$ cat config.mk
export PLATFORM = sky130hd
export DESIGN_NAME = shiftadd_sched
export DESIGN_NICKNAME = d
export VERILOG_FILES = /design/src/rtl/shiftadd_pkg.sv /design/src/rtl/rr_arbiter.sv /design/src/rtl/shiftadd_sched.sv
export SDC_FILE = /design/constraint.sdc
export NUM_CORES = 1
export LEC_CHECK = 0
export ABC_CLOCK_PERIOD_IN_PS = 4700
export CAP_MARGIN = 20
export CORE_AREA = 2 2 344 346
export CTS_BUF_LIST = sky130_fd_sc_hd__clkbuf_4 sky130_fd_sc_hd__clkbuf_8
export DETAILED_ROUTE_END_ITERATION = 8
export DIE_AREA = 0 0 346 348
export PLACE_DENSITY_LB_ADDON = 0.12
export SKIP_LAST_GASP = 1
export SYNTH_ARGS = -nofsm -noshare
export SYNTH_HDL_FRONTEND = slang
export SYNTH_SLANG_ARGS = --single-unit
$ cat constraint.sdc
create_clock -name clk_i -period 4.7 [get_ports clk_i]
set_input_delay 0.94 -clock clk_i [delete_from_list [all_inputs] [get_ports clk_i]]
set_output_delay 0.94 -clock clk_i [all_outputs]
set_load 0.005 [all_outputs]
$ cat src/rtl/shiftadd_pkg.sv
// Shared types and constants for the shift-add reducer scheduler.
// Holds the FSM state encoding and the job validity rule.
package shiftadd_pkg;

    localparam int unsigned XW     = 64;
    localparam int unsigned BLW    = 7;
    localparam int unsigned MAX_BL = 63;

    typedef enum logic [2:0] {
        ST_IDLE,
        ST_CLEAR,
        ST_START,
        ST_WAIT,
        ST_RESP
    } sched_state_t;

    // A job the reducer cannot handle: empty or oversized bit length, or zero modulus.
    function automatic logic job_invalid(input logic [BLW-1:0] bl, input logic [XW-1:0] m);
        return (bl == '0) || (bl > BLW'(MAX_BL)) || (m == '0);
    endfunction

endpackage

$ cat src/rtl/rr_arbiter.sv
// Round-robin arbiter: one-hot grant to the first request at or after ptr.
module rr_arbiter #(
    parameter int unsigned N = 4
) (
    input  logic [N-1:0]         req,
    input  logic [$clog2(N)-1:0] ptr,
    output logic [N-1:0]         gnt
);

    localparam int unsigned IW = $clog2(N);

    int unsigned idx;
    logic        found;

    always_comb begin
        gnt   = '0;
        found = 1'b0;
        idx   = 0;
        for (int unsigned k = 0; k < N; k++) begin
            idx = 32'(ptr) + k;
            if (idx >= N) begin
                idx = idx - N;
            end
            if (!found && req[IW'(idx)]) begin
                gnt[IW'(idx)] = 1'b1;
                found         = 1'b1;
            end
        end
    end

endmodule

$ cat src/rtl/shiftadd_sched.sv
// Shares one shiftadd_serialized reducer among NUM_REQ requesters: arbitrates,
// re-arms and starts the reducer, and returns a tagged result or error.
module shiftadd_sched
    import shiftadd_pkg::*;
#(
    parameter int unsigned NUM_REQ = 4,
    parameter int unsigned TIMEOUT = 96
) (
    input  logic                             clk_i,
    input  logic                             rst_i,
    input  logic [NUM_REQ-1:0]               req_valid_i,
    output logic [NUM_REQ-1:0]               req_ready_o,
    input  logic [NUM_REQ-1:0][XW-1:0]       req_x_i,
    input  logic [NUM_REQ-1:0][XW-1:0]       req_m_i,
    input  logic [NUM_REQ-1:0][BLW-1:0]      req_bl_i,
    output logic                             rsp_valid_o,
    input  logic                             rsp_ready_i,
    output logic [$clog2(NUM_REQ)-1:0]       rsp_id_o,
    output logic [XW-1:0]                    rsp_result_o,
    output logic                             rsp_err_o,
    output logic                             red_rst_no,
    output logic                             red_start_o,
    output logic [XW-1:0]                    red_x_o,
    output logic [XW-1:0]                    red_m_o,
    output logic [XW-1:0]                    red_bl_o,
    input  logic [XW-1:0]                    red_result_i,
    input  logic                             red_valid_i
);

    localparam int unsigned IDW = $clog2(NUM_REQ);
    localparam int unsigned CW  = $clog2(TIMEOUT + 1);

    sched_state_t       state_q, state_d;
    logic [IDW-1:0]     rr_ptr_q;
    logic [CW-1:0]      cnt_q;
    logic [IDW-1:0]     id_q;
    logic [XW-1:0]      x_q, m_q, result_q;
    logic [BLW-1:0]     bl_q;
    logic               err_q;

    logic [NUM_REQ-1:0] gnt;
    logic [IDW-1:0]     win_id;
    logic               grant_live, accept, win_bad, timeout_hit;

    rr_arbiter #(.N(NUM_REQ)) u_arb (
        .req (req_valid_i),
        .ptr (rr_ptr_q),
        .gnt (gnt)
    );

    always_comb begin
        win_id = '0;
        for (int unsigned i = 0; i < NUM_REQ; i++) begin
            if (gnt[i]) begin
                win_id = IDW'(i);
            end
        end
    end

    assign grant_live  = (state_q == ST_IDLE) && !rst_i;
    assign req_ready_o = grant_live ? gnt : '0;
    assign accept      = grant_live && (gnt != '0);
    assign win_bad     = job_invalid(req_bl_i[win_id], req_m_i[win_id]);
    assign timeout_hit = (cnt_q == CW'(TIMEOUT - 1));

    always_ff @(posedge clk_i) begin
        if (rst_i) begin
            state_q <= ST_IDLE;
        end else begin
            state_q <= state_d;
        end
    end

    // Invalid jobs skip the reducer entirely; a result beats a coincident timeout.
    always_comb begin
        state_d = state_q;
        unique case (state_q)
            ST_IDLE:  if (accept) state_d = win_bad ? ST_RESP : ST_CLEAR;
            ST_CLEAR: state_d = ST_START;
            ST_START: state_d = ST_WAIT;
            ST_WAIT:  if (red_valid_i || timeout_hit) state_d = ST_RESP;
            ST_RESP:  if (rsp_ready_i) state_d = ST_IDLE;
            default:  state_d = ST_IDLE;
        endcase
    end

    always_ff @(posedge clk_i) begin
        if (rst_i) begin
            rr_ptr_q <= '0;
            cnt_q    <= '0;
            id_q     <= '0;
            x_q      <= '0;
            m_q      <= '0;
            bl_q     <= '0;
            result_q <= '0;
            err_q    <= 1'b0;
        end else begin
            if (accept) begin
                id_q     <= win_id;
                x_q      <= req_x_i[win_id];
                m_q      <= req_m_i[win_id];
                bl_q     <= req_bl_i[win_id];
                rr_ptr_q <= (win_id == IDW'(NUM_REQ - 1)) ? '0 : win_id + IDW'(1);
                result_q <= '0;
                err_q    <= win_bad;
            end
            if (state_q == ST_WAIT) begin
                cnt_q <= cnt_q + CW'(1);
                if (red_valid_i) begin
                    result_q <= red_result_i;
                    err_q    <= 1'b0;
                end else if (timeout_hit) begin
                    result_q <= '0;
                    err_q    <= 1'b1;
                end
            end else begin
                cnt_q <= '0;
            end
        end
    end

    assign rsp_valid_o  = (state_q == ST_RESP);
    assign rsp_id_o     = id_q;
    assign rsp_result_o = result_q;
    assign rsp_err_o    = err_q;
    assign red_rst_no   = ~(rst_i | (state_q == ST_CLEAR));
    assign red_start_o  = (state_q == ST_START) && !rst_i;
    assign red_x_o      = x_q;
    assign red_m_o      = m_q;
    assign red_bl_o     = XW'(bl_q);

endmodule

# Word level (Yosys, flattened, before mapping)
# Index checks and enable logic that the tools add are counted.
# op_classes
multipliers	0
shifts	0
reduce_logical	23
n_eq_ne	9
add_sub_neg	9
div_mod_pow	0
bitwise_logic	6
n_mux	51
order_cmp	14
# op_table
operator	count
64-bit 2-to-1 mux	6
64-bit binary-select mux with 2-bit select	2
64-bit zero test	1
4-bit 2-to-1 mux	5
1-bit 2-to-1 mux	16
2-bit by 3-bit < comparator with 1-bit output (second input constant)	5
3-bit case mux with 5 select lines	1
7-bit binary-select mux with 2-bit select	1
2-bit 2-to-1 mux	7
3-bit 2-to-1 mux	4
4-bit OR	3
1-bit logical AND	10
3-bit >= comparator (second input constant)	3
1-bit binary-select mux with 2-bit select	4
1-bit demux with 2-bit select	4
2-bit by 1-bit >= comparator with 1-bit output (second input constant)	4
2-bit by 1-bit subtractor with 2-bit output (second input constant)	4
7-bit by 1-bit adder with 7-bit output (second input constant)	1
7-bit == test (second input constant)	1
7-bit by 6-bit greater-than comparator with 1-bit output (second input constant)	1
7-bit zero test	1
7-bit 2-to-1 mux	1
2-bit by 2-bit adder with 3-bit output (second input constant)	2
3-bit by 2-bit == test with 1-bit output (second input constant)	2
other kinds (16)	23
# totals
mem_bits_ro	0
output_inout_bits	266
latchBits	0
n_memories	0
elab_cells	121
reg_bits	214
ramBits	0

# Logic depth before layout (Yosys ltp)
# depth
depth_word	26
mapped_depth	16
depth_no_buf	13

# Hierarchy
# Synthesis repeated with hierarchy kept, for this count alone.
# hier_totals
cells_unflattened	1567
area_unflattened_um2	12179.2
# by_module_without_submodules
mod	cells_each	area_each_um2	seq_area_each_um2	n_inst
shiftadd_sched	1537	11876.4	4284.1	1
rr_arbiter	30	302.8	0.0	1

# Worst setup path before layout
# Ideal clock, no wire load.
# synth_timing
path_type	input-to-output
from	input req_valid_i[2]
to	output req_ready_o[1]
slack_ns	0.493
n_path_buf	5
arrival_time_ns	3.267
cell_stages	10
path_cell_list	mux4_2 -> nand3b_1 -> o311ai_1 -> buf_4 -> nor2_4 -> buf_1 -> clkbuf_1 -> clkbuf_1 -> clkbuf_1 -> nor2_1
# synth_between
elab_chain_len	13
# synth_rtl
item	line	text
start, declared	shiftadd_sched.sv:11	input logic [NUM_REQ-1:0] req_valid_i,
1-bit binary-select mux with 2-bit select	rr_arbiter.sv:24	if (!found && req[IW'(idx)]) begin
1-bit 2-to-1 mux (implied by the code)	rr_arbiter.sv:24	
1-bit 2-to-1 mux	rr_arbiter.sv:24	
1-bit zero test	rr_arbiter.sv:24	
1-bit logical AND	rr_arbiter.sv:24	
1-bit 2-to-1 mux	rr_arbiter.sv:24	
1-bit zero test	rr_arbiter.sv:24	
1-bit logical AND	rr_arbiter.sv:24	
1-bit 2-to-1 mux	rr_arbiter.sv:24	
1-bit zero test	rr_arbiter.sv:24	
1-bit logical AND	rr_arbiter.sv:24	
4-bit 2-to-1 mux (*)	rr_arbiter.sv:24	
4-bit 2-to-1 mux (*)	shiftadd_sched.sv:61	assign req_ready_o = grant_live ? gnt : '0;
end, declared	shiftadd_sched.sv:12	output logic [NUM_REQ-1:0] req_ready_o,
# Every way passes the cells marked *; elsewhere a longest branch is shown, timed or not. The select of a mux whose other input is x is not followed.

# Final worst setup path
# layout_timing
from	register rr_ptr_q[0]
to	output req_ready_o[3]
# layout_between
elab_chain_len	15
# layout_rtl
item	line	text
start, declared	shiftadd_sched.sv:34	logic [IDW-1:0] rr_ptr_q;
start signal, assigned	shiftadd_sched.sv:103	rr_ptr_q <= (win_id == IDW'(NUM_REQ - 1)) ? '0 : win_id + IDW'(1);
parallel branches: the longest is 13 deep, another holds 2-bit by 1-bit adder with 3-bit output	--	
4-bit 2-to-1 mux (*)	rr_arbiter.sv:24	
4-bit 2-to-1 mux (*)	shiftadd_sched.sv:61	
# Mark *: on every way between the ends. The select of a mux whose other input is x is not followed.

==> impl_metrics.json <==
{
  "status": "finished clean",
  "yosysTopAreaCellShare_pct": 35.5,
  "fmax_mhz": 229,
  "setup_violations": 0,
  "core_um2": 117000,
  "port-buffer-count": 820,
  "nNetsFinal": 3144,
  "antenna_left": 0,
  "synth-main-ff-cell": "dfxtp_1",
  "ys_warn_count": 0,
  "fin_cells": 4104,
  "synth_area_leaders": "dfxtp_1, nor2_1, a21oi_1, o21ai_0, nand3_1",
  "clkLatencyLatePin_ps": 730,
  "maxCapViolCount": 0,
  "critPathRequiredTime_ps": 3760,
  "slew-limit-headroom_pct": 36.7,
  "hold_ws_ps": 461,
  "ys_seq_elements": 214,
  "critPathMaxFanout": 5,
  "post-route-min-period_ps": 4370,
  "die_h_um": 348,
  "rows": 126,
  "synth-edff-count": 0,
  "hold_violations": 0,
  "period_share_pct": 92.9,
  "vias_per_cell": 3.97,
  "ff2ff_setup_slack_ps": 370,
  "wl_um": 98800,
  "setup_ws_ps": 332,
  "p_per_area_nw_per_um2": 627,
  "irDropWorstVdd_mv": 0.313,
  "htreeDepth": 2,
  "drc": 0,
  "cts_tree": "yes",
  "grt_pass1_wl_um": 135000,
  "p_leak_nw": 8.77,
  "drt-initial-drc-count": 813,
  "clkTransAtPathRegs_ps": 60,
  "syn_area_um2": 12100,
  "areaGrowthSynthToFinish_pct": 100,
  "fillCellCount": 13100,
  "cts_hold_buf": 0,
  "wl_per_cell_um": 24.1,
  "final_util_pct": 20.7,
  "slew_viol_final": 0,
  "ios": 878,
  "synthArstFlopShare_pct": 0,
  "num_vias": 16300,
  "rsz0062_at_grt": "false",
  "antenna_found_initial": 20,
  "fp.dieW_um": 346,
  "first_pass_iters": 5,
  "track_usage_pct": 15.7,
  "hold_path_class": "reg -> reg",
  "ys_seq_area_share_pct": 35.5,
  "clk_path_buf_depth": 3,
  "endpoint_kind": "output pin",
  "yosysTopAreaCell": "dfxtp_1",
  "synth_cells": 1637,
  "fin_skew_ps": 49.3,
  "overflow": 0,
  "clkSinkCount": 214,
  "final_common_cell": "clkdlybuf4s50_1",
  "dp_slack_ps": -582,
  "drive_gt1_share_pct": 12.5,
  "start_util_pct": 10.3,
  "cts_buffers": 50,
  "tightest_slew_ps": 949,
  "syn_avg_cell_area_um2": 7.36,
  "hpwl_um": 79000,
  "grt_max_degree": 79,
  "arrival_ps": 3430,
  "placedCellCount": 4007,
  "final_cell_mix": "clkdlybuf4s50_1, nor2_1, dfxtp_1",
  "cts_root_buffer": "clkbuf_8",
  "startpoint_type": "flop",
  "ys_types": 64,
  "die_area_um2": 120000,
  "grt_pass1_vias": 16900,
  "place.gp.congestion": 0.867,
  "crit_type": "reg -> out"
}
==> sequential cells by signal, indices dropped and copies added (netlist names) <==
register / count
bl_q: 7
cnt_q: 7
red_m_o: 64
red_x_o: 64
rr_ptr_q: 2
rsp_err_o: 1
rsp_id_o: 2
rsp_result_o: 64
state_q: 3
==> cell families after synthesis <==
logic type | count (synthesis) | synth area share, %
compound gates | 598 | 31.4
other cells | 1 | 0.0311
mux | 18 | 1.81
flops | 214 | 35.5
simple gates | 573 | 21.0
buf+inv | 220 | 9.05
xor+xnor | 5 | 0.363
fa+ha+maj | 8 | 0.830
==> critical path, stage by stage (launching register included) <==
cell and delay [ps]:
dfxtp_1 340, inv_2 80, ha_4 270, or3b_1 370, a2111o_1 470, and3_1 250, o211a_4 260, buf_4 160
nor2_1 120, buf_4 130, dlygate4sd2_1 270
==> routing by layer <==
layer  share of wire [%]  track usage, %  up-vias
met5                0.13               0        -
met2                  51            28.3      669
met1                  39            17.8     7867
met4                 2.1            3.72       20
met3                 7.8            5.04      119
li1                    -               -     7637
==> report_power, final <==
| part | internal, mW | total, mW | switching (mW) |
|---|---|---|---|
| Clock | 1.50 | 2.60 | 1.10 |
| Combinational | 4.28 | 9.99 | 5.71 |
| Sequential | 2.31 | 2.57 | 0.261 |
==> synthesized netlist by cell type (all sizes together) (2+ instances only) <==
| library cell | number |
|---|---|
| nor2 | 270 |
| and4 | 2 |
| a2bb2oi | 8 |
| a311oi | 21 |
| mux4 | 3 |
| nor3b | 9 |
| a221oi | 9 |
| o311ai | 2 |
| a31o | 30 |
| a22oi | 71 |
| nor4 | 15 |
| xor2 | 2 |
| nand2 | 114 |
| o21ai | 154 |
| nand4 | 12 |
| ha | 8 |
| a21oi | 172 |
| nand3b | 3 |
| nor3 | 18 |
| nand3 | 111 |
| dfxtp | 214 |
| and3 | 3 |
| nand2b | 4 |
| clkbuf | 104 |
| and4b | 2 |
| or4 | 3 |
| a211oi | 15 |
| a31oi | 24 |
| o2bb2ai | 5 |
| buf | 106 |
| o21a | 2 |
| mux2i | 15 |
| xnor2 | 3 |
| a21o | 3 |
| or3b | 2 |
| o31ai | 2 |
| inv | 10 |
| o211ai | 70 |
| nand4b | 2 |
==> area by class of cell <==
class / instances / area [um2] / area share (%)
antenna: 6 / 15.0 / 0.0621
inverter: 10 / 42.5 / 0.176
tap: 1536 / 1920 / 7.95
sequential: 214 / 4280 / 17.7
timing repair buffer: 989 / 9760 / 40.4
clock inverter: 11 / 143 / 0.590
multi-input combinational: 1259 / 6980 / 28.9
clock buffer: 79 / 1020 / 4.21
==> worst paths after layout <==
kind                    start              to  depth (start not counted)
setup / recovery  rr_ptr_q[0]  req_ready_o[3]                         10
setup reg to reg  rr_ptr_q[0]      state_q[2]                         15
hold reg to reg   red_x_o[40]     red_x_o[40]                          2
hold / removal    red_x_o[40]     red_x_o[40]                          2
==> what timing repair did <==
item	4_1_cts	5_1_grt
pin swaps	1	0
resized for setup	10	3
setup buffers	1	0
setup endpoints to repair	4	5
==> through the flow <==
| step | cell area, um2 | setup TNS (ps) | total power [mW] |
|---|---|---|---|
| global route | 24200 | 0 | 16.3 |
| finish | 24200 | 0 | 15.2 |
| floorplan | 12300 | 0 | 6.87 |
| global placement | 23000 | -1980 | 12.8 |
| CTS | 24100 | 0 | 15.6 |
| detailed placement | 23000 | -6390 | 12.8 |
No activity file was read; power rests on OpenSTA's default activity.
==> variant 1: new RTL, config.mk and constraints unchanged <==
Re-encode `sched_state_t` (5 states) as Gray code, 3 bits wide.
--- a/src/rtl/shiftadd_pkg.sv
+++ b/src/rtl/shiftadd_pkg.sv
@@ -7,11 +7,11 @@
     localparam int unsigned MAX_BL = 63;
 
     typedef enum logic [2:0] {
-        ST_IDLE,
-        ST_CLEAR,
-        ST_START,
-        ST_WAIT,
-        ST_RESP
+        ST_IDLE  = 3'b000,
+        ST_CLEAR = 3'b001,
+        ST_START = 3'b011,
+        ST_WAIT  = 3'b010,
+        ST_RESP  = 3'b110
     } sched_state_t;
 
     // A job the reducer cannot handle: empty or oversized bit length, or zero modulus.
Function: same outputs for any inputs over 4 cycles, from zero or initial values and one cycle with rst_i high; so few cycles prove little.
==> variant 1 against the unedited design <==
  * Final cell count up 3.2%
  * First-iteration DRC count up 27%
  * Synthesized cell count up 6.4%
  * Sequential cell count unchanged
  * Power up 17%
  * Clock skew up 0.0063 ns
  * Setup slack worse by 0.19 ns
  * Global-route usage about the same
  * Routed wire length up 0.37%
  * Design area up 2.9%
  * Die area unchanged
  * Synthesized area up 3.9%
  * Non-clock buffer count up 28
  * Critical endpoint is now req_ready_o[0]
  * Largest cell class unchanged
  * Highest routed layer unchanged
==> variant 1: results (changes against the unedited design) <==
| Metric | Value |
|---|---|
| Ranking of synthesized cells by area | dfxtp_1 34%, nor2_1 9.6%, a211oi_1 7.9% |
| Root Driver | clkbuf_8 |
| Initial antenna violation count | 17 (-15%) |
| Rel. slew slack | 38.4% (+1.7 points) |
| GRT met3 Usage | 5.24% (+0.20 points) |
| Cell Area, Placed | 0.0236 mm² (+2.7%) |
| Slowest cell on the critical path | clkdlybuf4s50_1 |
| Met1 Use GR | 17.9% (+0.050 points) |
| GPL Wtd Cong | 0.876 (+1.0%) |
| Worst slack at placement | -1.04 ns (-0.455 ns) |
| CTS H-Tree Depth | 2 (unchanged) |
| Cell family with most CP delay | buffers and inverters |
| Most common flop cell mapped by yosys | dfxtp_1 |
| Worst vdd ir | 0.393 mV (+26%) |
| Port Buf Inserts | 820 (unchanged) |
| Post-synth top cells | 322 x nor2_1, 236 x nand2_1, 214 x dfxtp_1 |
| Post-layout nets | 3268 (+3.9%) |
| FF-to-FF path depth | 19 (+4) |
| Dpl hpwl | 79900 µm (+1.1%) |
| Worst stage delay on the critical path | 0.61 ns (+0.14 ns) |
| Layout cells sized above 1 | 12.2% (-0.26 points) |
| FF-to-FF Start | rr_ptr_q[0]$_SDFFE_PP0P_ |
| Total track usage | 15.7% (-0.024 points) |
| Largest net degree at the start of global routing | 107 (+35%) |
| WP data arrival | 3.62 ns (+0.19 ns) |
| Gate Count Post-Synth | 1742 (+6.4%) |
| Final worst-path cycle share | 97.0% (+4.1 points) |
| Register area share after synthesis | 34.2% (-1.3 points) |
| R2R setup slack | 0.31 ns (-0.06 ns) |
| Routed WL per cell | 23.4 µm (-2.7%) |
| Yosys warning total | 0 (unchanged) |
| Ys async rst share | 0% (unchanged) |
| Layout Cells excl Fill | 4235 (+3.2%) |
| Count of cell types in the netlist | 57 (-11%) |
| Hold path endpoint | cnt_q[0]$_SDFF_PP0_ |
| Global routing usage on met2 | 27.2% (-1.1 points) |
| Clock-pin slew on the worst setup and hold paths | 0.05 ns |
| WHS | 0.468 ns (+0.00667 ns) |
| Crit Path Max Fanout | 6 (+1) |
| Clock Skew | 0.0556 ns (+0.00627 ns) |
| First DRT Iteration DRCs | 1033 (+27%) |
| Leak | 9.00 nW (+2.5%) |
| DR pass1 iterations | 5 (unchanged) |
| Status | completed |
| Type of the most critical hold path | flop to flop |
| RR Endpoint | rsp_err_o$_SDFF_PP0_ |
| Clk Latency, worst-skew pair | 0.72 ns |
| TritonCTS buffer count | 53 (+6.0%) |
| CTS Buffer Depth | 3 (unchanged) |
| Number of global-route vias before repair | 17600 (+3.9%) |
| Hold path depth | 1 (-1) |
| Hold Crit Start | cnt_q[0]$_SDFF_PP0_ |
| Cell count after placement | 4127 (+3.0%) |
| First-pass GRT wire length | 135000 µm (+0.35%) |
| Vias per inst | 4.03 (+1.4%) |
variant 1: cell count changes in the layout (fill, tap and decap cells not counted), sizes merged, moves of 65 or more:
| cell | unedited run | this run |
|---|---|---|
| nand2 | 114 | 236 |
| nand3 | 111 | 11 |
| a311oi | 21 | 86 |
| a21oi | 172 | 82 |
| a211oi | 15 | 133 |
| o21ai | 154 | 69 |
| nor3 | 18 | 122 |
variant 1: worst max path at each step:
stage	endpoint	startpoint
global route	rsp_err_o$_SDFF_PP0_	req_valid_i[1]
global placement	rsp_err_o$_SDFF_PP0_	req_valid_i[3]
CTS	rsp_err_o$_SDFF_PP0_	rr_ptr_q[0]$_SDFFE_PP0P_
floorplan	req_ready_o[2]	req_valid_i[2]
detailed placement	rsp_err_o$_SDFF_PP0_	req_valid_i[3]
finish	req_ready_o[0]	req_valid_i[1]
variant 1: cell type report:
class | instances | area (µm²)
clock buffers | 87 | 1070
inverters | 25 | 96.3
well taps | 1536 | 1920
diodes | 8 | 20.0
clock inverters | 11 | 125
multi-input cells | 1337 | 7410
repair buffers | 1017 | 9950
flip-flops and latches | 214 | 4280
fillers | 13100 | 92100
variant 1: through the flow:
stage	setup TNS [ns]	util, %
final	0	21.3
after global routing	-0.00412	21.3
after CTS	0	21.2
after detailed placement	-21.95	20.2
after global placement	-24.53	20.2
after floorplan	0	-
variant 1: logic make-up after synthesis:
family	Yosys count	share of synthesized area, %
compound gates	499	28.3
simple gates	750	25.1
fa+ha+maj	8	0.799
mux	18	1.75
other cells	1	0.0299
flops	214	34.2
xor+xnor	5	0.350
buf+inv	247	9.42
variant 1: report_power, final:
part	internal, mW	switching, mW
logic	5.31	6.83
clock network	1.55	1.09
registers	2.49	0.387
total	9.35	8.31
variant 1: per-layer routing:
layer | up-vias | share of wire (%)
met5 | - | 0.092
met4 | 16 | 2.8
met3 | 136 | 8.3
met2 | 730 | 50
met1 | 8157 | 39
li1 | 8023 | -
variant 1: repair_timing:
action	4_1_cts	5_1_grt
endpoints found under the setup margin	8	5
hold buffers	0	0
resized for setup	12	9
setup buffers	2	0
pin swaps	1	1
==> variant 2: new RTL, same settings <==
Made on the original files. `TIMEOUT`: 96 -> 144.
--- a/src/rtl/shiftadd_sched.sv
+++ b/src/rtl/shiftadd_sched.sv
@@ -4,7 +4,7 @@
     import shiftadd_pkg::*;
 #(
     parameter int unsigned NUM_REQ = 4,
-    parameter int unsigned TIMEOUT = 96
+    parameter int unsigned TIMEOUT = 144
 ) (
     input  logic                             clk_i,
     input  logic                             rst_i,
Behaviour: same outputs for any inputs over 4 cycles, from zero or initial values and one cycle with rst_i high; that may be too few to reach the edited logic, so the function may still have changed.
==> variant 2 against the unedited design <==
  * Synthesized area up 3.7%
  * Fmax is 4.4% lower
  * Routed wire length increased by 19%
  * Global-route usage grew 3.2 points
  * Setup slack worse by 0.20 ns
  * Combinational power down 2%
  * Critical path depth is 1 lower
  * Clock skew rose by 0.041 ns
  * Sequential cell count up 1
  * Power decreased by 1.2%
  * Register-to-register slack worse by 0.11 ns
  * Design area grew 2.2%
  * Utilization grew 0.46 points
  * Critical path type is now input pin to output pin
  * Largest cell class unchanged
  * Highest routed layer unchanged
==> variant 2: results (changes against the unedited design) <==
| Metric | Value |
|---|---|
| Status | completed |
| Critical Path Sink | req_ready_o[1] |
| Pint | 7.94 mW (-1.9%) |
| R2R setup slack | 0.26 ns (-0.11 ns) |
| Hold Crit Start | rsp_id_o[1]$_SDFFE_PP0P_ |
| FF-to-FF path depth | 17 (+2) |
| Dpl hpwl | 99000 µm (+25%) |
| Compound-Gate Fraction of Synth Area | 31.8% (+0.42 points) |
| Net Sw Power | 7.03 mW (-0.52%) |
| Gate Count Post-Synth | 1629 (-0.49%) |
| Vias per inst | 4.13 (+3.8%) |
| Post-CTS setup buffers | 0 (-1) |
| First DRT Iteration DRCs | 944 (+16%) |
| Routed WL per cell | 28.7 µm (+19%) |
| Crit Path Max Fanout | 11 (+6) |
| Post-synth top cells | 215 x dfxtp_1, 196 x nand2_1, 169 x nor2_1 |
| Met1 Use GR | 20.8% (+3.0 points) |
| TritonCTS buffer count | 51 (+2.0%) |
| Synth Area in Adders | 0.801% (-0.029 points) |
| Largest net degree at the start of global routing | 73 (-7.6%) |
| Initial antenna violation count | 58 (+190%) |
| Rel. slew slack | 45.8% (+9.1 points) |
| GRT met3 Usage | 6.82% (+1.8 points) |
| RR Endpoint | rsp_err_o$_SDFF_PP0_ |
| Routed length on met2 | 60300 µm (+21%) |
| Total track usage | 18.9% (+3.2 points) |
| Layout cells sized above 1 | 11.8% (-0.67 points) |
| Count of cell types in the netlist | 77 (+20%) |
| Number of global-route vias before repair | 17400 (+2.9%) |
| Post-layout nets | 3135 (-0.29%) |
| Final wirelength | 118000 µm (+19%) |
[variant 2: critical path, cell delays in order]
cell	delay (ns)
clkdlybuf4s50_1	0.51
buf_4	0.19
mux4_2	0.54
and2_0	0.32
nor4_4	0.42
buf_6	0.23
buf_4	0.15
nor2_1	0.04
clkdlybuf4s15_1	0.28
[variant 2: cell type report]
cell class / instances / area (µm²) / area share, %
Inverter: 12 / 45.0 / 0.182
Tap cell: 1536 / 1920 / 7.78
Antenna cell: 13 / 32.5 / 0.132
Clock inverter: 12 / 131 / 0.532
Clock buffer: 82 / 1030 / 4.19
Timing Repair Buffer: 991 / 9790 / 39.6
Multi-Input combinational cell: 1244 / 7440 / 30.1
Sequential cell: 215 / 4300 / 17.4
[variant 2: what timing repair did]
action,CTS,global route
endpoints found under the setup margin,7,3
pin swaps,2,2
gates resized for setup,8,6
gates cloned,0,0
hold buffers,0,0
